[src/rtl/uart_pkg.sv]
// Shared definitions for the UART receiver: FSM state encoding, parity
// selector constants and the default frame width.
package uart_pkg;

  localparam int unsigned DEF_DATA_WIDTH = 8;

  localparam logic PAR_EVEN = 1'b0;
  localparam logic PAR_ODD  = 1'b1;

  typedef enum logic [2:0] {
    ST_IDLE   = 3'd0,
    ST_START  = 3'd1,
    ST_DATA   = 3'd2,
    ST_PARITY = 3'd3,
    ST_STOP   = 3'd4
  } rx_state_e;

endpackage

[src/rtl/uart_rx_sampler.sv]
// Line front end: 2-flop synchronizer, oversample phase counter and a
// 3-sample majority vote centred on the middle of each bit period.
module uart_rx_sampler #(
  parameter int unsigned OVERSAMPLE = 8
) (
  input  logic clk,
  input  logic rst_n,
  input  logic rx_in,
  input  logic start_det_c,
  input  logic run,
  output logic rx_s,
  output logic bit_strobe_c,
  output logic bit_val_c,
  output logic bit_wrap_c
);

  localparam int unsigned EW = $clog2(OVERSAMPLE);
  localparam int unsigned M  = OVERSAMPLE / 2;

  logic          rx_meta;
  logic [EW-1:0] edge_cnt;
  logic          samp_a;
  logic          samp_b;

  // Synchronizer idles high so a reset never looks like a start edge.
  always_ff @(posedge clk or negedge rst_n) begin
    if (!rst_n) begin
      rx_meta  <= 1'b1;
      rx_s     <= 1'b1;
      edge_cnt <= '0;
      samp_a   <= 1'b0;
      samp_b   <= 1'b0;
    end else begin
      rx_meta <= rx_in;
      rx_s    <= rx_meta;
      if (start_det_c) begin
        edge_cnt <= EW'(1);
      end else if (run) begin
        edge_cnt <= bit_wrap_c ? '0 : edge_cnt + EW'(1);
      end else begin
        edge_cnt <= '0;
      end
      if (edge_cnt == EW'(M - 1)) samp_a <= rx_s;
      if (edge_cnt == EW'(M))     samp_b <= rx_s;
    end
  end

  // The third sample is the live value, so the vote resolves at tick M+1.
  always_comb begin
    bit_wrap_c   = run && (edge_cnt == EW'(OVERSAMPLE - 1));
    bit_strobe_c = run && (edge_cnt == EW'(M + 1));
    bit_val_c    = (samp_a & samp_b) | (samp_a & rx_s) | (samp_b & rx_s);
  end

endmodule

[src/rtl/uart_rx.sv]
// UART receiver: frame FSM, LSB-first shift register, parity check and
// registered byte/strobe/error outputs.
module uart_rx
  import uart_pkg::*;
#(
  parameter int unsigned DATA_WIDTH = DEF_DATA_WIDTH,
  parameter int unsigned OVERSAMPLE = 8
) (
  input  logic                  CLK,
  input  logic                  RST,
  input  logic                  RX_IN,
  input  logic                  PAR_EN,
  input  logic                  PAR_TYP,
  output logic [DATA_WIDTH-1:0] P_DATA,
  output logic                  DATA_VALID,
  output logic                  PAR_ERR,
  output logic                  STP_ERR
);

  localparam int unsigned BW = (DATA_WIDTH > 1) ? $clog2(DATA_WIDTH) : 1;

  rx_state_e             state, state_nxt;
  logic [BW-1:0]         bit_cnt, bit_cnt_nxt;
  logic [DATA_WIDTH-1:0] shift_q, shift_nxt;
  logic [DATA_WIDTH-1:0] p_data_nxt;
  logic                  par_acc, par_acc_nxt;
  logic                  par_bad, par_bad_nxt;
  logic                  par_en_q, par_en_nxt;
  logic                  par_typ_q, par_typ_nxt;
  logic                  valid_nxt, par_err_nxt, stp_err_nxt;

  logic rx_s;
  logic start_det_c;
  logic bit_strobe_c;
  logic bit_val_c;
  logic bit_wrap_c;
  logic run;

  assign run = (state != ST_IDLE);

  uart_rx_sampler #(
    .OVERSAMPLE (OVERSAMPLE)
  ) u_sampler (
    .clk          (CLK),
    .rst_n        (RST),
    .rx_in        (RX_IN),
    .start_det_c  (start_det_c),
    .run          (run),
    .rx_s         (rx_s),
    .bit_strobe_c (bit_strobe_c),
    .bit_val_c    (bit_val_c),
    .bit_wrap_c   (bit_wrap_c)
  );

  // State and datapath registers.
  always_ff @(posedge CLK or negedge RST) begin
    if (!RST) begin
      state      <= ST_IDLE;
      bit_cnt    <= '0;
      shift_q    <= '0;
      par_acc    <= 1'b0;
      par_bad    <= 1'b0;
      par_en_q   <= 1'b0;
      par_typ_q  <= 1'b0;
      P_DATA     <= '0;
      DATA_VALID <= 1'b0;
      PAR_ERR    <= 1'b0;
      STP_ERR    <= 1'b0;
    end else begin
      state      <= state_nxt;
      bit_cnt    <= bit_cnt_nxt;
      shift_q    <= shift_nxt;
      par_acc    <= par_acc_nxt;
      par_bad    <= par_bad_nxt;
      par_en_q   <= par_en_nxt;
      par_typ_q  <= par_typ_nxt;
      P_DATA     <= p_data_nxt;
      DATA_VALID <= valid_nxt;
      PAR_ERR    <= par_err_nxt;
      STP_ERR    <= stp_err_nxt;
    end
  end

  // Next-state and output decode.
  always_comb begin
    state_nxt   = state;
    bit_cnt_nxt = bit_cnt;
    shift_nxt   = shift_q;
    par_acc_nxt = par_acc;
    par_bad_nxt = par_bad;
    par_en_nxt  = par_en_q;
    par_typ_nxt = par_typ_q;
    p_data_nxt  = P_DATA;
    valid_nxt   = 1'b0;
    par_err_nxt = 1'b0;
    stp_err_nxt = 1'b0;
    start_det_c = 1'b0;

    unique case (state)
      ST_IDLE: begin
        if (!rx_s) begin
          state_nxt   = ST_START;
          start_det_c = 1'b1;
          par_en_nxt  = PAR_EN;
          par_typ_nxt = PAR_TYP;
          bit_cnt_nxt = '0;
          shift_nxt   = '0;
          par_acc_nxt = 1'b0;
          par_bad_nxt = 1'b0;
        end
      end

      ST_START: begin
        if (bit_strobe_c && bit_val_c) begin
          state_nxt = ST_IDLE;
        end else if (bit_wrap_c) begin
          state_nxt   = ST_DATA;
          bit_cnt_nxt = '0;
        end
      end

      ST_DATA: begin
        if (bit_strobe_c) begin
          shift_nxt[bit_cnt] = bit_val_c;
          par_acc_nxt        = par_acc ^ bit_val_c;
        end
        if (bit_wrap_c) begin
          if (bit_cnt == BW'(DATA_WIDTH - 1)) begin
            state_nxt = par_en_q ? ST_PARITY : ST_STOP;
          end else begin
            bit_cnt_nxt = bit_cnt + BW'(1);
          end
        end
      end

      ST_PARITY: begin
        if (bit_strobe_c && (bit_val_c != (par_acc ^ (par_typ_q == PAR_ODD)))) begin
          par_bad_nxt = 1'b1;
        end
        if (bit_wrap_c) state_nxt = ST_STOP;
      end

      ST_STOP: begin
        // Leave at mid-stop so the next start edge is caught with no gap.
        if (bit_strobe_c) begin
          state_nxt = ST_IDLE;
          if (!bit_val_c) begin
            stp_err_nxt = 1'b1;
          end else if (par_bad) begin
            par_err_nxt = 1'b1;
          end else begin
            valid_nxt  = 1'b1;
            p_data_nxt = shift_q;
          end
        end
      end

      default: state_nxt = ST_IDLE;
    endcase
  end

endmodule
[config.mk]
export PLATFORM = sky130hd
export DESIGN_NAME = uart_rx
export DESIGN_NICKNAME = d
export VERILOG_FILES = /design/src/rtl/uart_pkg.sv /design/src/rtl/uart_rx_sampler.sv /design/src/rtl/uart_rx.sv
export SDC_FILE = /design/constraint.sdc
export NUM_CORES = 1
export LEC_CHECK = 0
export ABC_AREA = 1
export CORE_MARGIN = 2
export CORE_UTILIZATION = 55
export CTS_CLUSTER_DIAMETER = 80
export DETAILED_ROUTE_END_ITERATION = 10
export GPL_ROUTABILITY_DRIVEN = 0
export GPL_TIMING_DRIVEN = 1
export HOLD_SLACK_MARGIN = 0.02
export PLACE_DENSITY = 0.8
export SYNTH_ARGS = -nofsm -noshare
export SYNTH_HDL_FRONTEND = slang
export SYNTH_HIERARCHICAL = 1
export SYNTH_SLANG_ARGS = --single-unit
[constraint.sdc]
create_clock -name CLK -period 2.4 [get_ports CLK]
set_input_delay 0.48 -clock CLK [delete_from_list [all_inputs] [get_ports CLK]]
set_output_delay 0.48 -clock CLK [all_outputs]
set_load 0.02 [all_outputs]
# Yosys cells after proc, flatten, opt, wreduce, memory -nomap -nowiden

Cells that the tools add are included.

Eq/ne operators: 21
$lt $le $gt $ge: 2
Reductions and logical operators: 16
Muxes and demuxes: 42
Bitwise logic cells: 9
$add $sub $neg: 2

Operators by type and width:

| kind                                                                          | count |
|---|---|
| 3-bit two-way mux                                                             | 16 |
| 1-bit two-way mux                                                             | 17 |
| 8-bit two-way mux                                                             | 2 |
| 8-bit case mux with 2 select lines                                            | 1 |
| 3-bit == test (second input constant)                                         | 5 |
| 3-bit case mux with 5 select lines                                            | 1 |
| 2-bit != test (second input constant)                                         | 7 |
| 6-bit AND reduction                                                           | 2 |
| 3-bit by 2-bit == test with 1-bit output (second input constant)              | 3 |
| 3-bit case mux with 3 select lines                                            | 1 |
| 8-bit bitwise mux                                                             | 1 |
| 3-bit by 1-bit adder with 3-bit output (second input constant)                | 2 |
| 2-bit by 1-bit != test with 1-bit output (second input constant)              | 3 |
| 3-bit AND reduction                                                           | 2 |
| 3-bit nonzero test                                                            | 2 |
| 1-bit logical AND                                                             | 5 |
| 3-bit by 4-bit less-than comparator with 1-bit output (second input constant) | 1 |
| 1-bit case mux with 2 select lines                                            | 2 |
| 4-bit AND reduction                                                           | 1 |
| 2-bit nonzero test                                                            | 2 |
| 1-bit AND                                                                     | 3 |
| 1-bit demux with 3-bit select                                                 | 1 |
| 3-bit by 1-bit == test with 1-bit output (second input constant)              | 1 |
| 3-bit by 1-bit >= comparator with 1-bit output (second input constant)        | 1 |
| 7 further kinds                                                               | 10 |

Word-level logic and storage cells: 108
Flip-flop bits (word level): 36
Output and inout port bits: 11
Bits of input ports: 5

# Logic depth before layout (Yosys ltp)

Gate-level depths: netlist of run 1.

Depth after elaboration: 7
Gate-level depth with buffers: 12
Depth with buffers taken out: 11

# Cells and area by module

Netlist of run 1, hierarchy kept.

By module, submodules not included:

| module          | instances | cells each | seq. area each (um^2) | area each (um^2) |
|---|---|---|---|---|
| uart_rx         | 1         | 201        | 725.7                 | 1512.7 |
| uart_rx_sampler | 1         | 40         | 177.7                 | 350.3 |

# Worst setup path before layout of run 1

OpenSTA, ideal clock, no wires.

Kind: reg-to-reg
Start point: register state[2]
End point: register P_DATA[0]
Cell stages (with the launch flop): 12
Buffers on the path: 1
Data required time: 2.282 ns
Path slack: 0.711 ns
Arrival: 1.572 ns
Period minus slack after synthesis: 1.689 ns
Library setup time: 0.118 ns
Cells stage by stage: dfrtp_1 -> buf_2 -> nor2_1 -> nand2_1 -> nand2_1 -> nor2_1 -> nand2_1 -> inv_1 -> nand4_2 -> clkinv_1 -> nand2_1 -> nand2_1

Longest elaborated chain between the ends: 3
Elaborated cells between the ends (all ways): 4
Those cells by class: eq/ne: 1; reduce/logical: 3

RTL lines:

| what                          | RTL line              | source |
|---|---|---|
| from (decl)                   | uart_rx.sv:22         | `rx_state_e state, state_nxt;` |
| from (signal assigned)        | uart_rx.sv:70         | `state <= state_nxt;` |
| 3-bit nonzero test            | uart_rx.sv:39         | `assign run = (state != ST_IDLE);` |
| named net run                 | uart_rx.sv:37         | `logic run;` |
| 1-bit logical AND             | uart_rx_sampler.sv:51 | `bit_strobe_c = run && (edge_cnt == EW'(M + 1));` |
| named net bit_strobe_c        | uart_rx.sv:34         | `logic bit_strobe_c;` |
| 4-bit AND reduction (no line) | n/a                   |  |
| to (signal assigned)          | uart_rx.sv:77         | `P_DATA <= p_data_nxt;` |
| to (decl)                     | uart_rx.sv:14         | `output logic [DATA_WIDTH-1:0] P_DATA,` |

The timed path passes the listed nets, and every way through them passes these cells.
A chain may end at the register's enable or synchronous reset.

# Final worst setup path of run 1

Start point: register state[2]
End point: register P_DATA[5]

Same word-level chain as after synthesis.

==> impl_metrics.env, run 1 <==
export IMPL_fmaxAchievable_mhz=482
export IMPL_hp_class="flop to flop"
export IMPL_die_area_sq_um=3870
export IMPL_worstSetupPathType="flop to flop"
export IMPL_max_slew_margin_rel_pct=70.5
export IMPL_startpoint="state[2]"
export IMPL_post_place_cells=299
export IMPL_rows=21
export IMPL_synthesis_nets=253
export IMPL_hold_buffers=0
export IMPL_met2_length_microns=1670
export IMPL_cts_buffers=5
export IMPL_path_clk_slew_ns=0.11
export IMPL_rr_startpoint="state[2]"
export IMPL_met1_length_microns=1690
export IMPL_yosysWarnings=6
export IMPL_dr_pass1_iters=4
export IMPL_cts_root_buf="clkbuf_4"
export IMPL_max_slew_worst_pin_slew_ns=0.443
export IMPL_ant_nets=0
export IMPL_routed_via_density=5.12
export IMPL_finClkSkew_ns=0.00611
export IMPL_post_route_drc_count=0
export IMPL_dr_wl_met3_microns=103
export IMPL_cts_setup_buffers=0
export IMPL_fin_setup_tns_ns=0
export IMPL_core_sq_um=3280
export IMPL_worstHoldStart="u_sampler/rx_meta"
export IMPL_total_leakage_power_uw=0.00116
export IMPL_die_y_microns=62.2
export IMPL_antenna_found_initial=0
export IMPL_drive_above_1_share_pct=6.13
export IMPL_wl_per_cell_microns=11.5
export IMPL_portBuffers=15
export IMPL_die_w_microns=62.2
export IMPL_gr_total_overflow=0
export IMPL_ys_seq_elements=36
export IMPL_cts_resized=0
export IMPL_synth_avg_cell_area_sq_um=7.73
export IMPL_setup_viol=0
export IMPL_antenna_cells=0
export IMPL_grt_usage_pct=21.4
export IMPL_routed_wl_microns=3530
export IMPL_peakVddDrop_mv=0.560
export IMPL_cp_required_ns=2.65
export IMPL_final_nets=272
export IMPL_worstSetupEndpointType="flop"
export IMPL_grt_max_degree=37
export IMPL_start_util_pct=56.7
export IMPL_clock_latency_ns=0.35
export IMPL_ys_seq_area_share_pct=48.5
export IMPL_synth_area_sq_um=1860
export IMPL_stdcell_count=307
export IMPL_grt_setup_unrepaired="false"
export IMPL_outcome="complete, no violations"
export IMPL_yosysUniqueCellTypes=23
export IMPL_cts_buffer_depth=2
export IMPL_crit_fanout=9
export IMPL_finalHoldViolations=0
export IMPL_vias=1572
export IMPL_drtIter0Drc=91
export IMPL_power_density_nw_per_um2=940
export IMPL_postSynthCellCount=241
export IMPL_areaGrowthSynthToFinish_pct=14.5
export IMPL_grt_pass1_vias=1537
export IMPL_cts_tree="yes"
export IMPL_grt_pass1_wl_microns=6550
export IMPL_cp_start_kind="flop"
export IMPL_io_pins=16
export IMPL_top_layer="met4"
export IMPL_dpl_hpwl_microns=2570
export IMPL_fin_crit_sh_pct=86.4
export IMPL_max_cap_violations=0
export IMPL_cts_sinks=36
export IMPL_min_period_ns=2.07
export IMPL_finalMaxSlewViolations=0
export IMPL_cp_arrival_ns=2.32
export IMPL_htree_levels=2
## placed cells by master, fill, tap and decap left out, drive strengths merged
cell,instances
nor2,21
buf,1
o21ai,15
clkinv,2
nand4,4
xor2,1
dfstp,2
ha,7
nand2,85
nand3,25
clkdlybuf4s50,15
clkbuf,5
dfrtp,34
a21oi,1
inv,34
o22ai,2
nor3,5
bufinv,1
clkinvlp,1
## registers in the layout (all words and copies together) (netlist names), 3 cells and up
signal              cells
P_DATA                  8
shift_q                 8
bit_cnt                 3
state                   3
u_sampler/edge_cnt      3
## through the flow
step | setup slack (ns) | total power, uW | utilization [%] | instance area (sq um) | hold WS (ns)
global route | 0.0906 | 2190 | 65.0 | 2130 | 0.373
floorplan | 0.711 | 1420 | - | 1860 | 0.184
finish | 0.327 | 2010 | 65.0 | 2130 | 0.361
detailed placement | 0.345 | 1580 | 62.5 | 2050 | 0.347
global placement | 0.523 | 1560 | 62.5 | 2050 | 0.346
CTS | 0.304 | 2010 | 65.0 | 2130 | 0.363
## per-layer routing
metal	track usage (%)	up-vias
met5	0	-
met3	4.89	7
met1	26.9	746
met2	35.9	19
li1	-	800
met4	8.33	0
## worst max-delay path, cell delays in order (launching register included)
cell,delay (ns)
dfrtp_1,0.52
nor2_1,0.25
nand2_1,0.16
nand2_1,0.10
nor2_1,0.06
nand2_1,0.14
inv_1,0.09
nand4_2,0.18
clkinv_1,0.29
nand2_1,0.14
nand2_1,0.06
## cell type report
| cell class | count | area, sq um |
|---|---|---|
| Multi-Input combinational cell | 166 | 803 |
| Timing Repair Buffer | 16 | 158 |
| Inverter | 35 | 131 |
| Fill cell | 285 | 1150 |
| Clock buffer | 5 | 37.5 |
| Sequential cell | 36 | 903 |
| Clock inverter | 3 | 42.5 |
| Tap cell | 46 | 57.6 |
## cells in the mapped netlist (all sizes together)
library cell | n | area [sq um]
buf | 3 | 21.3
nor2 | 21 | 95.1
o22ai | 2 | 12.5
ha | 7 | 87.6
o21ai | 15 | 86.3
xor2 | 1 | 8.76
nor3 | 5 | 25.0
nand4 | 4 | 31.3
clkbuf | 1 | 3.75
clkinv | 1 | 3.75
nand3 | 25 | 125
a21oi | 1 | 5.00
dfrtp | 34 | 851
inv | 34 | 128
nand2 | 85 | 327
dfstp | 2 | 52.6
## where the power goes
part,switching [uW],internal [uW],total (uW)
Clock,206,217,423
Combinational,515,234,749
Sequential,117,716,833
## cells by family (layout without fill, tap and decap cells)
| group | Yosys count | count (layout) | share of synthesized area (%) |
|---|---|---|---|
| AO/OA/AOI/OAI | 18 | 18 | 5.57 |
| XOR/XNOR | 1 | 1 | 0.470 |
| adder cells (fa/ha/maj) | 7 | 7 | 4.70 |
| buffers and inverters | 39 | 59 | 8.39 |
| flip-flops | 36 | 36 | 48.5 |
| AND/OR/NAND/NOR | 140 | 140 | 32.4 |
## path summary, 6_finish.rpt
| kind | endpoint | slack (ns) | cells past startpoint |
|---|---|---|---|
| max | P_DATA[5] | 0.33 | 10 |
| min | u_sampler/rx_s | 0.36 | 0 |
| max reg2reg | P_DATA[5] | 0.33 | 10 |
| min reg2reg | u_sampler/rx_s | 0.36 | 0 |
| max in group asynchronous | u_sampler/rx_meta | 1.54 | 2 |
| min in group asynchronous | state[0] | 0.53 | 2 |
No activity file was read; power rests on OpenSTA's default activity.
==> run 2: changes to the inputs <==
--- a/config.mk
+++ b/config.mk
@@ -5,15 +5,15 @@
 export SDC_FILE = /design/constraint.sdc
 export NUM_CORES = 1
 export LEC_CHECK = 0
-export ABC_AREA = 1
+export ABC_AREA = 0
 export CORE_MARGIN = 2
 export CORE_UTILIZATION = 55
-export CTS_CLUSTER_DIAMETER = 80
+export CTS_CLUSTER_DIAMETER = 60
 export DETAILED_ROUTE_END_ITERATION = 10
 export GPL_ROUTABILITY_DRIVEN = 0
 export GPL_TIMING_DRIVEN = 1
 export HOLD_SLACK_MARGIN = 0.02
-export PLACE_DENSITY = 0.8
+export PLACE_DENSITY = 0.81
 export SYNTH_ARGS = -nofsm -noshare
 export SYNTH_HDL_FRONTEND = slang
 export SYNTH_HIERARCHICAL = 1
==> impl_metrics.env, run 2 <==
export IMPL_worst_hold_path_endpoint="u_sampler/rx_s"
export IMPL_worstSetupPathType="flop to flop"
export IMPL_synthesis_nets=163
export IMPL_cts_tree="yes"
export IMPL_synth_edf_count=0
export IMPL_max_slew_margin_rel_pct=70.4
export IMPL_ant_nets=0
export IMPL_antenna_cells=0
export IMPL_cts_buffers=5
export IMPL_hold_buffers=0
export IMPL_path_buf_inv=0
export IMPL_finClkSkew_ns=0.00417
export IMPL_synth_most_common_cell="dfrtp_1"
export IMPL_cp_slowest_cell="dfrtp_1"
export IMPL_cts_root_buf="clkbuf_4"
export IMPL_rrSetupSlack_ns=0.24
export IMPL_ys_async_sr_fraction_pct=100
export IMPL_io_pins=16
export IMPL_outcome="complete, no violations"
export IMPL_wl_per_cell_microns=15.3
export IMPL_rows=20
export IMPL_areaGrowthSynthToFinish_pct=12.9
export IMPL_placed_cell_area_sq_um=1990
export IMPL_cts_sinks=36
export IMPL_r2r_cells=6
export IMPL_cts_setup_buffers=0
export IMPL_peakVddDrop_mv=0.506
export IMPL_start_util_pct=58.6
export IMPL_final_common_cell="dfrtp_1"
export IMPL_power_density_nw_per_um2=874
export IMPL_grt_usage_pct=20.6
export IMPL_grt_setup_unrepaired="false"
export IMPL_yosysWarnings=6
export IMPL_post_place_cells=206
export IMPL_crit_fanout=11
export IMPL_synth_avg_cell_area_sq_um=12.0
export IMPL_dr_pass1_iters=4
export IMPL_die_w_microns=61.5
export IMPL_stdcell_count=213
export IMPL_cp_start_kind="flop"
export IMPL_finalMaxSlewViolations=0
export IMPL_cts_buffer_depth=2
export IMPL_path_clk_slew_ns=0.10
export IMPL_synth_largest_area_cell="dfrtp_1"
export IMPL_place_ws_ns=0.261
export IMPL_setup_viol=0
export IMPL_grt_pass1_wl_microns=5670
export IMPL_dpl_hpwl_microns=2360
export IMPL_core_sq_um=3100
export IMPL_ys_seq_elements=36
export IMPL_cp_arrival_ns=2.39
export IMPL_grt_busiest_layer="met2"
export IMPL_cp_required_ns=2.62
export IMPL_routed_wl_microns=3260
export IMPL_yosysUniqueCellTypes=51
export IMPL_total_leakage_power_uw=0.000961
export IMPL_grt_max_degree=37
export IMPL_rr_startpoint="state[0]"
export IMPL_r2r_end="bit_cnt[0]"
export IMPL_fin_setup_tns_ns=0
export IMPL_antenna_found_initial=0
export IMPL_clock_latency_ns=0.33
export IMPL_gr_total_overflow=0
export IMPL_worstHoldStart="u_sampler/rx_meta"
export IMPL_max_cap_violations=0
export IMPL_yosys_top_cells_count="34 x dfrtp_1, 15 x nand2_1, 11 x nor2_1"
export IMPL_max_slew_worst_pin_slew_ns=0.443
export IMPL_cts_resized=0
export IMPL_critPathTopFamily="simple AND/OR/NAND/NOR gates"
export IMPL_largestRegisters="P_DATA x8, shift_q x8"
export IMPL_min_period_ns=2.16
export IMPL_postSynthCellCount=151
export IMPL_die_area_sq_um=3780
export IMPL_grtUsageMet1_pct=27.2
export IMPL_grtUsageMet3_pct=5.46
export IMPL_grt_pass1_vias=1232
export IMPL_post_route_cell_area_sq_um=2050
export IMPL_layout_common_cells="34 x dfrtp_1, 15 x nand2_1, 15 x clkdlybuf4s50_1"
export IMPL_routed_via_density=5.60
export IMPL_hp_class="flop to flop"
export IMPL_post_route_drc_count=0
export IMPL_fin_crit_sh_pct=90.2
export IMPL_yosys_most_used_dff="dfrtp_1"
export IMPL_yosys_top_cells_area="dfrtp_1 47%, mux2_2 6.2%, ha_1 4.8%"
export IMPL_die_y_microns=61.5
export IMPL_htree_levels=2
export IMPL_synth_top_area_share_pct=46.8
export IMPL_crit_chain="or3_4 -> and3_2 -> a21oi_1 -> nand2_1 -> a221o_1 -> mux2_2"
export IMPL_drive_above_1_share_pct=22.5
export IMPL_portBuffers=15
export IMPL_fmaxAchievable_mhz=462
export IMPL_slowest_delay_ns=0.50
export IMPL_drtIter0Drc=46
export IMPL_final_setup_worst_slack_ns=0.236
export IMPL_finalHoldViolations=0
export IMPL_met2_usage_pct=32.3
export IMPL_vias=1192
export IMPL_final_nets=181
export IMPL_hold_depth=0
export IMPL_worstSetupEndpointType="flop"
export IMPL_ys_seq_area_share_pct=49.7
export IMPL_synth_area_sq_um=1820
-- run 2: layout make-up --
class | count | area (sq um)
Multi-Input combinational cell | 103 | 842
Timing Repair Buffer | 17 | 165
Clock buffer | 7 | 65.1
Fill cell | 245 | 1050
Sequential cell | 36 | 903
Tap cell | 44 | 55.1
Inverter | 6 | 22.5
-- run 2: worst max-delay path by stage --
stage,start,endpoint,slack [ns],cells after the start
final,state[0],bit_cnt[0],0.24,6
after global routing,state[0],state[1],0.15,6
after CTS,state[0],bit_cnt[0],0.24,6
after detailed placement,state[0],bit_cnt[0],0.26,6
after global placement,state[0],bit_cnt[0],0.32,6
after floorplan,state[2],bit_cnt[0],0.45,7
-- run 2: logic make-up (layout without fill, tap and decap cells) --
family          after synthesis  in the layout  share of synthesized area (%)
compound gates               22             22                           9.22
xor+xnor                      2              2                          0.964
fa+ha+maj                     8              8                           5.37
buf+inv                      12             30                           3.99
flops                        36             36                           49.7
mux                          20             20                           12.6
simple gates                 51             51                           18.2
-- run 2: where the power goes --
| part | internal (uW) | total, uW | switching [uW] | leakage, uW |
|---|---|---|---|---|
| clock network | 166 | 349 | 183 | 0.0000374 |
| registers | 702 | 798 | 95.3 | 0.000478 |
| logic | 304 | 648 | 345 | 0.000445 |
| total | 1170 | 1800 | 623 | 0.000961 |
-- run 2: metal layers --
layer | wire [microns] | up-vias
li1 | - | 570
met1 | 1500 | 572
met2 | 1540 | 40
met3 | 153 | 10
met4 | 65 | 0
met5 | 0 | -
-- run 2: through the flow --
stage          hold WS, ns  total power [uW]  utilization, %
3_5_place_dp         0.347              1450            64.1
4_1_cts              0.361              1800            66.2
6_report             0.361              1800            66.2
3_3_place_gp         0.346              1410            64.1
2_1_floorplan        0.184              1330               -
5_1_grt              0.366              1910            66.2
==> run 3: changes to the inputs <==
--- a/config.mk
+++ b/config.mk
@@ -7,13 +7,14 @@
 export LEC_CHECK = 0
 export ABC_AREA = 0
 export CORE_MARGIN = 2
-export CORE_UTILIZATION = 55
+export CORE_UTILIZATION = 59
+export CTS_BUF_LIST = sky130_fd_sc_hd__clkbuf_2 sky130_fd_sc_hd__clkbuf_4 sky130_fd_sc_hd__clkbuf_8
 export CTS_CLUSTER_DIAMETER = 60
 export DETAILED_ROUTE_END_ITERATION = 10
 export GPL_ROUTABILITY_DRIVEN = 0
 export GPL_TIMING_DRIVEN = 1
 export HOLD_SLACK_MARGIN = 0.02
-export PLACE_DENSITY = 0.81
+export PLACE_DENSITY = 0.85
 export SYNTH_ARGS = -nofsm -noshare
 export SYNTH_HDL_FRONTEND = slang
 export SYNTH_HIERARCHICAL = 1
==> impl_metrics.env, run 3 (synthesized netlist as in run 2, its figures left out) <==
export IMPL_cts_buffers=5
export IMPL_grtUsageMet1_pct=25.7
export IMPL_finClkSkew_ns=0.0107
export IMPL_cts_sinks=36
export IMPL_fin_crit_sh_pct=91.0
export IMPL_hold_buffers=0
export IMPL_finalMaxSlewViolations=0
export IMPL_cts_tree="yes"
export IMPL_grt_usage_pct=19.6
export IMPL_max_slew_margin_rel_pct=70.9
export IMPL_drtIter0Drc=31
export IMPL_setup_viol=0
export IMPL_grtUsageMet3_pct=6.55
export IMPL_grt_pass1_wl_microns=5160
export IMPL_post_route_drc_count=0
export IMPL_n_fill_cell=213
export IMPL_outcome="complete, no violations"
export IMPL_fmaxAchievable_mhz=458
export IMPL_htree_levels=2
export IMPL_final_common_cell="dfrtp_1"
export IMPL_grt_setup_unrepaired="false"
export IMPL_rows=20
export IMPL_final_nets=181
export IMPL_grt_max_degree=37
export IMPL_antenna_cells=0
export IMPL_power_density_nw_per_um2=882
export IMPL_wl_per_cell_microns=14.8
export IMPL_worstSetupPathType="flop to flop"
export IMPL_drive_above_1_share_pct=22.9
export IMPL_clock_latency_ns=0.34
export IMPL_die_area_sq_um=3540
export IMPL_start_util_pct=60.5
export IMPL_portBuffers=15
export IMPL_cp_start_kind="flop"
export IMPL_cp_required_ns=2.62
export IMPL_gr_total_overflow=0
export IMPL_worstSetupEndpointType="flop"
export IMPL_path_clk_slew_ns=0.10
export IMPL_ant_nets=0
export IMPL_die_y_microns=59.5
export IMPL_areaGrowthSynthToFinish_pct=12.6
export IMPL_cts_resized=0
export IMPL_vias=1196
export IMPL_crit_fanout=11
export IMPL_antenna_found_initial=0
export IMPL_hp_class="flop to flop"
export IMPL_core_sq_um=3000
export IMPL_total_leakage_power_uw=0.000965
export IMPL_dpl_hpwl_microns=2140
export IMPL_cts_buffer_depth=2
export IMPL_placed_cell_area_sq_um=1970
export IMPL_layout_common_cells="34 x dfrtp_1, 15 x nand2_1, 15 x clkdlybuf4s50_1"
export IMPL_cp_slowest_cell="dfrtp_1"
export IMPL_slowest_delay_ns=0.50
export IMPL_fin_setup_tns_ns=0
export IMPL_peakVddDrop_mv=0.587
export IMPL_max_cap_violations=0
export IMPL_io_pins=16
export IMPL_die_w_microns=59.5
export IMPL_largestRegisters="P_DATA x8, shift_q x8"
export IMPL_cp_arrival_ns=2.41
export IMPL_cts_setup_buffers=0
export IMPL_cts_root_buf="clkbuf_4"
export IMPL_routed_via_density=5.89
export IMPL_crit_chain="or3_4 -> and3_2 -> a21oi_1 -> nand2_1 -> a221o_1 -> mux2_2"
export IMPL_grt_busiest_layer="met2"
export IMPL_dr_pass1_iters=4
export IMPL_finalHoldViolations=0
export IMPL_min_period_ns=2.18
export IMPL_post_route_cell_area_sq_um=2050
export IMPL_max_slew_worst_pin_slew_ns=0.436
export IMPL_grt_pass1_vias=1172
export IMPL_met2_usage_pct=30.8
export IMPL_routed_wl_microns=3000
run 3: cell count changes in the layout (fill, tap and decap cells not counted), sizes merged:
| cell | before | now |
|---|---|---|
| clkbuf | 7 | 8 |
run 3: layout make-up:
cell class | count | area [sq um] | share of cell area [%]
sequential | 36 | 903 | 44.1
inverter | 6 | 22.5 | 1.10
multi-input combinational | 103 | 842 | 41.1
tap | 33 | 41.3 | 2.02
timing repair buffer | 17 | 165 | 8.07
clock buffer | 8 | 72.6 | 3.55
run 3: where the power goes:
group | leakage (uW) | internal (uW) | switching, uW | total (uW)
logic | 0.000445 | 302 | 334 | 637
registers | 0.000478 | 702 | 95.4 | 798
clock network | 0.0000420 | 184 | 187 | 371
run 3: critical path, delay by kind of cell (launching register included):
kind             cells  cell delay [ns]
multiplexers         1             0.27
flip-flops           1             0.50
AND/OR/NAND/NOR      3             0.78
AO/OA/AOI/OAI        2             0.52
run 3: worst paths after layout:
kind                                         from               endpoint  slack [ns]  cells past startpoint
worst max register to register           state[0]             bit_cnt[0]        0.22                      6
min in group asynchronous                     RST  u_sampler/edge_cnt[2]        0.54                      2
worst max-delay path                     state[0]             bit_cnt[0]        0.22                      6
max in group asynchronous                     RST         u_sampler/rx_s        1.53                      2
worst min-delay path            u_sampler/rx_meta         u_sampler/rx_s        0.36                      0
worst min register to register  u_sampler/rx_meta         u_sampler/rx_s        0.36                      0
run 3: stage by stage:
stage	util (%)	hold slack [ns]	std cells	power, uW	worst slack, ns
after CTS	68.2	0.362	203	1810	0.239
final	68.2	0.361	203	1810	0.217
after detailed placement	65.8	0.347	195	1440	0.266
after global placement	65.8	0.347	195	1410	0.335
after floorplan	-	0.184	151	1330	0.448
after global routing	68.2	0.373	203	1930	0.0993
run 3: routing by layer:
layer	vias to the layer above	share of wire, %
met5	-	0
met4	0	1.1
met3	5	6.5
met2	40	49
met1	584	44
li1	567	-
==> patch 1: new RTL, config.mk and constraints of run 1 <==
Remove the register `STP_ERR`: a continuous assignment takes its place, so the output `STP_ERR` follows one clock earlier.
--- a/src/rtl/uart_rx.sv
+++ b/src/rtl/uart_rx.sv
@@ -67,3 +67,2 @@
       PAR_ERR    <= 1'b0;
-      STP_ERR    <= 1'b0;
     end else begin
@@ -79,5 +78,6 @@
       PAR_ERR    <= par_err_nxt;
-      STP_ERR    <= stp_err_nxt;
     end
   end
+
+  assign STP_ERR = stp_err_nxt;
 
Function: same outputs for any inputs over 10 cycles, from zero or initial values and one cycle with RST low; that may be too few to reach the edited logic, so the function may still have changed.
==> patch 1 against run 1 <==
- area after synthesis up 0.13%
- sequential power barely moved
- design area grew 0.70%
- register-to-register slack better by 310 ps
- critical path depth fell by 4
- sequential cell count fell by 1
- routed wire length increased by 1.1%
- total power rose by 2.7%
- cell count is 4.9% higher
- setup slack got worse by 180 ps
- maximum frequency decreased by 7.8%
- non-clock buffer count up 4
- highest routed layer unchanged
==> patch 1: results (changes against run 1) <==
Status
  – Status: complete, no violations (unchanged)

Cells and area
  – Layout cell share with drive strength beyond 1: 0.0942 (was 0.0613)
  – Antenna cell count: 0 (unchanged)
  – Fillers: 286 (was 285)
  – Layout net count: 287 (was 272)

Hold path
  – Hold Path Class: flip-flop to flip-flop (unchanged)
  – Worst hold stages: 0 (unchanged)

Clock network
  – Clock Path Buffers: 2 (unchanged)
  – Clock latency on the worst-skew pair: between 300 and 400 ps
  – Worst-path clk slew: 110 ps (about the same)
  – CTS H-tree depth: 2 (unchanged)
  – CTS root buf: clkbuf_4 (unchanged)
  – Num CTS Buffers: 5 (unchanged)

Global routing
  – Largest net degree at the start of global routing: 36 (was 37)
  – Vias in the first global route: 1,391 (was 1,537)
  – First-pass GRT wire length: 6130 um (was 6550 um)
  – Initial antenna violation count: 0 (unchanged)
  – Total GRT Usage: 0.205 (was 0.214)

Placed design
  – I/O Buffers: 15 (unchanged)
  – DP Cell Count: 314 (was 299)
  – HPWL after DPL: 2700 um (was 2570 um)

Pwr
  – Combinational logic power: 903 uW (was 749 uW)
  – Leakage: 0.00120 uW (was 0.00116 uW)
  – Clock power share: 0.157 (was 0.211)
  – Sw Share: 0.450 (was 0.418)
  – Maximum vdd drop: 0.698 mV (was 0.560 mV)
  – Power, Total: 2060 uW (was 2010 uW)

STA
  – Rel. slew slack: 0.713 (was 0.705)
  – Clk_skew: 11.6 ps (was 6.11 ps)
  – Final number of max-transition violations: 0 (unchanged)
  – Setup TNS: 0 ps (unchanged)

Logic synthesis
  – Area contributors post-synth: dfrtp_1 (44%), nand2_1 (21%), inv_1 (7.0%), nand3_1 (7.0%), ha_1 (4.7%) (was dfrtp_1 (46%), nand2_1 (17%), nand3_1 (6.7%), inv_1 (6.6%), ha_1 (4.7%))
  – Synth Area per Inst: 7.43 um^2 (was 7.73 um^2)
  – Synth cell count leaders: nand2_1 (103), inv_1 (35), dfrtp_1 (33) (was nand2_1 (84), dfrtp_1 (34), inv_1 (33))
  – Distinct cell type count of the synthesized netlist: 23 (unchanged)
  – Register area share after synthesis: 0.471 (was 0.485)
  – Syn_nets: 263 (was 253)
  – YS warnings: 6 (unchanged)

Detailed routing
  – Final wirelength: 3560 um (was 3530 um)
  – Initial DRC count: 93 (was 91)
  – Vias/cell: 4.84 (was 5.12)
  – Via count: 1,559 (was 1,572)
  – Pre-antenna DRT Iters: 4 (unchanged)

Critical path
  – WP data arrival: 1770 ps (was 2320 ps)
  – Slowest cell delay on critical path: 440 ps (was 520 ps)
  – Worst reg2reg path depth: 11 (was 10)
  – CP max stage cell: dfrtp_1 (unchanged)
  – CP Max Fanout: 5 (was 9)
patch 1: cell types whose count changed after synthesis, moves of 2 or more:
cell / before / now
nand2_1: 84 / 103
nor2_1: 20 / 13
o21ai_0: 13 / 6
inv_2: 1 / 4
a21oi_1: 1 / 3
inv_1: 33 / 35
nor2_2: 0 / 2
nor2_4: 0 / 2
nor3_1: 5 / 3
o22ai_1: 2 / 0
patch 1: path summary, 6_finish.rpt:
| kind | to | slack [ps] | from |
|---|---|---|---|
| max | STP_ERR | 150 | state[0]$_DFFE_PN0P_ |
| min | u_sampler/rx_s$_DFF_PN1_ | 370 | u_sampler/rx_meta$_DFF_PN1_ |
| max reg2reg | P_DATA[0]$_DFFE_PN0P_ | 640 | state[2]$_DFFE_PN0P_ |
| min reg2reg | u_sampler/rx_s$_DFF_PN1_ | 370 | u_sampler/rx_meta$_DFF_PN1_ |
| max in group asynchronous | u_sampler/rx_meta$_DFF_PN1_ | 1550 | RST |
| min in group asynchronous | shift_q[1]$_DFFE_PN0P_ | 510 | RST |
patch 1: metal layers:
| layer | wire length [um] | track usage | vias up |
|---|---|---|---|
| li1 | - | - | 822 |
| met2 | 1600 | 0.323 | 31 |
| met5 | 0 | 0 | - |
| met3 | 166 | 0.0435 | 6 |
| met1 | 1740 | 0.267 | 700 |
| met4 | 57 | 0.108 | 0 |
patch 1: kinds of logic (layout without fill, tap and decap cells):
group | count (synthesis) | count (layout) | synth area share
AOI/OAI and AO/OA | 11 | 11 | 0.0349
xor gates and xnor gates | 2 | 2 | 0.00939
adders and majority gates | 7 | 7 | 0.0469
buffers and inverters | 42 | 67 | 0.0892
DFF | 35 | 35 | 0.471
and+or+nand+nor | 154 | 154 | 0.349
patch 1: stage by stage:
step	cell area, um^2	utilization	setup WS, ps	hold WS [ps]
final	2150	0.654	150	372
after global routing	2150	0.654	14.9	382
after CTS	2150	0.654	129	378
after detailed placement	2090	0.637	235	359
after global placement	2090	0.637	247	355
after floorplan	1870	-	432	184
patch 1: cell type report:
type / instances / area, um^2 / share of cell area
flip-flops and latches: 35 / 878 / 0.409
multi-input cells: 174 / 821 / 0.382
repair buffers: 20 / 188 / 0.0874
inverters: 39 / 146 / 0.0681
well taps: 46 / 57.6 / 0.0268
clock buffers: 5 / 37.5 / 0.0175
clock inverters: 3 / 20.0 / 0.00932
patch 1: worst reg2reg max path: cells and delay by family (launching register included):
kind	cells	cell delay, ps
and+or+nand+nor	8	830
DFF	1	460
buffers and inverters	3	420
patch 1: repair_timing:
| action | in CTS | in global routing |
|---|---|---|
| pin swaps | 0 | 0 |
| setup endpoints to repair | 1 | 1 |
| setup buffers | 0 | 0 |
| gates resized for setup | 1 | 1 |
| hold buffers | 0 | 0 |
==> patch 2: new RTL, flow settings as in run 1 <==
Made on the original files. `OVERSAMPLE` is set to 8 in 2 places; all go to 16.
--- a/src/rtl/uart_rx_sampler.sv
+++ b/src/rtl/uart_rx_sampler.sv
@@ -3,3 +3,3 @@
 module uart_rx_sampler #(
-  parameter int unsigned OVERSAMPLE = 8
+  parameter int unsigned OVERSAMPLE = 16
 ) (
--- a/src/rtl/uart_rx.sv
+++ b/src/rtl/uart_rx.sv
@@ -6,3 +6,3 @@
   parameter int unsigned DATA_WIDTH = DEF_DATA_WIDTH,
-  parameter int unsigned OVERSAMPLE = 8
+  parameter int unsigned OVERSAMPLE = 16
 ) (
Function: same outputs for any inputs over 10 cycles, from zero or initial values and one cycle with RST low; that may be too few to reach the edited logic, so the function may still have changed.
==> patch 2 against run 1 <==
- routed wire length about the same
- utilization decreased by 0.80 points
- sequential cell count increased by 1
- global-route usage about the same
- sequential power increased by 3.5%
- total power decreased by 4.8%
- area after synthesis increased by 2.4%
- first-iteration DRC count increased by 26%
- setup slack improved by 23 ps
- design area increased by 0.35%
- combinational power decreased by 3%
- critical endpoint is now P_DATA[1]$_DFFE_PN0P_
- largest cell class unchanged
==> patch 2: results (changes against run 1) <==
Detailed routing
  – Final wirelength: 3530 um (about the same)
  – DRT met1 WL: 1790 um (was 1690 um)
  – Via count: 1,542 (was 1,572)
  – Initial DRC count: 115 (was 91)
  – Metal3 WL: 196 um (was 103 um)
  – Met2 wire length: 1490 um (was 1670 um)
  – WL/cell: 11.4 um (was 11.5 um)

Global routing
  – Met2 usage: 0.306 (was 0.359)
  – Vias in the first global route: 1,441 (was 1,537)
  – First-pass GRT wire length: 6500 um (was 6550 um)
  – Met1 Use GR: 0.309 (was 0.269)
  – Largest net degree at the start of global routing: 38 (was 37)
  – Met3 Use GR: 0.0523 (was 0.0489)
  – Total GRT Usage: 0.213 (was 0.214)

Pwr
  – Leakage: 0.00114 uW (was 0.00116 uW)
  – Sw Share: 0.436 (was 0.418)
  – Sequential power share: 0.451 (was 0.416)
  – Power Density: 892 mW/mm^2 (was 940 mW/mm^2)

Clock network
  – Post-CTS Setup Bufs: 0 (unchanged)

Placed design
  – DP Cell Count: 302 (was 299)
  – Placement Setup Slack: 408 ps (was 345 ps)
  – HPWL after DPL: 2600 um (was 2570 um)
  – Post-placement cell area: 0.00209 mm^2 (was 0.00205 mm^2)

Cells and area
  – Clk tree area frac: 0.0257 (was 0.0375)
  – Comb_multi_in: 169 (was 166)
  – Non-clk bufs: 15 (was 16)
  – Layout Utilization: 0.642 (was 0.650)
  – FF/Latch Area: 928 um^2 (was 903 um^2)
  – Fillers: 307 (was 285)
  – Layout net count: 273 (was 272)
  – Biggest regs: P_DATA (8), shift_q (8), u_sampler/edge_cnt (4) (was P_DATA (8), shift_q (8))
  – Area-dominant class: flip-flops and latches (unchanged)
  – Non-clk buf share: 0.0678 (was 0.0739)

STA
  – Rel. slew slack: 0.472 (was 0.705)
  – Minimum clock period: 2050 ps (was 2070 ps)
  – Clk_skew: 13.6 ps (was 6.11 ps)

Logic synthesis
  – Syn_nets: 255 (was 253)
  – Cells after Synth: 245 (was 241)
  – Area contributors post-synth: dfrtp_1 (46%), nand2_1 (16%), nand3_1 (7.1%), inv_1 (6.3%), nor2_1 (4.1%) (was dfrtp_1 (46%), nand2_1 (17%), nand3_1 (6.7%), inv_1 (6.6%), ha_1 (4.7%))
  – #FFs+latches synth: 37 (was 36)
  – Synth Area in Compound Gates: 0.0590 (was 0.0557)
  – Synth cell count leaders: nand2_1 (79), dfrtp_1 (35), inv_1 (32) (was nand2_1 (84), dfrtp_1 (34), inv_1 (33))
  – Async S/R FF share, synth: 1.00 (unchanged)
  – Register area share after synthesis: 0.487 (was 0.485)
  – Distinct cell type count of the synthesized netlist: 28 (was 23)
  – Synth Area in XOR/XNOR: 0.00459 (was 0.00470)
  – Post-Synth Adder-Cell Area: 0.0380 (was 0.0470)

Hold path
  – Hold Path Class: input port to async pin (was flip-flop to flip-flop)

Floorplan
  – Die X: 62.9 um (was 62.2 um)

Status
  – Status: complete, no violations (unchanged)
-- patch 2: changes by cell type in the layout (fill, tap and decap cells not counted), moves of 2 or more --
cell	change
nand2_1	-5
clkinv_2	+2
ha_1	-2
nand2_2	+2
nand3_1	+2
-- patch 2: worst max-delay path, cell delays in order (launching register included) --
cell and delay, ps:
dfrtp_1 520, nor2_1 260, nand2_1 150, nand2_1 110
nor2_1 60, nand2_1 130, inv_1 90, nand4_2 170
clkinv_1 270, nand2_1 120, nand2_1 60
-- patch 2: worst paths after layout --
kind | to | slack [ps] | depth (start not counted)
max | P_DATA[1]$_DFFE_PN0P_ | 350 | 10
min | bit_cnt[2]$_DFFE_PN0P_ | 200 | 1
max reg2reg | P_DATA[1]$_DFFE_PN0P_ | 350 | 10
min reg2reg | u_sampler/rx_s$_DFF_PN1_ | 360 | 0
max in group asynchronous | state[0]$_DFFE_PN0P_ | 1690 | 1
min in group CLK | u_sampler/rx_s$_DFF_PN1_ | 360 | 0
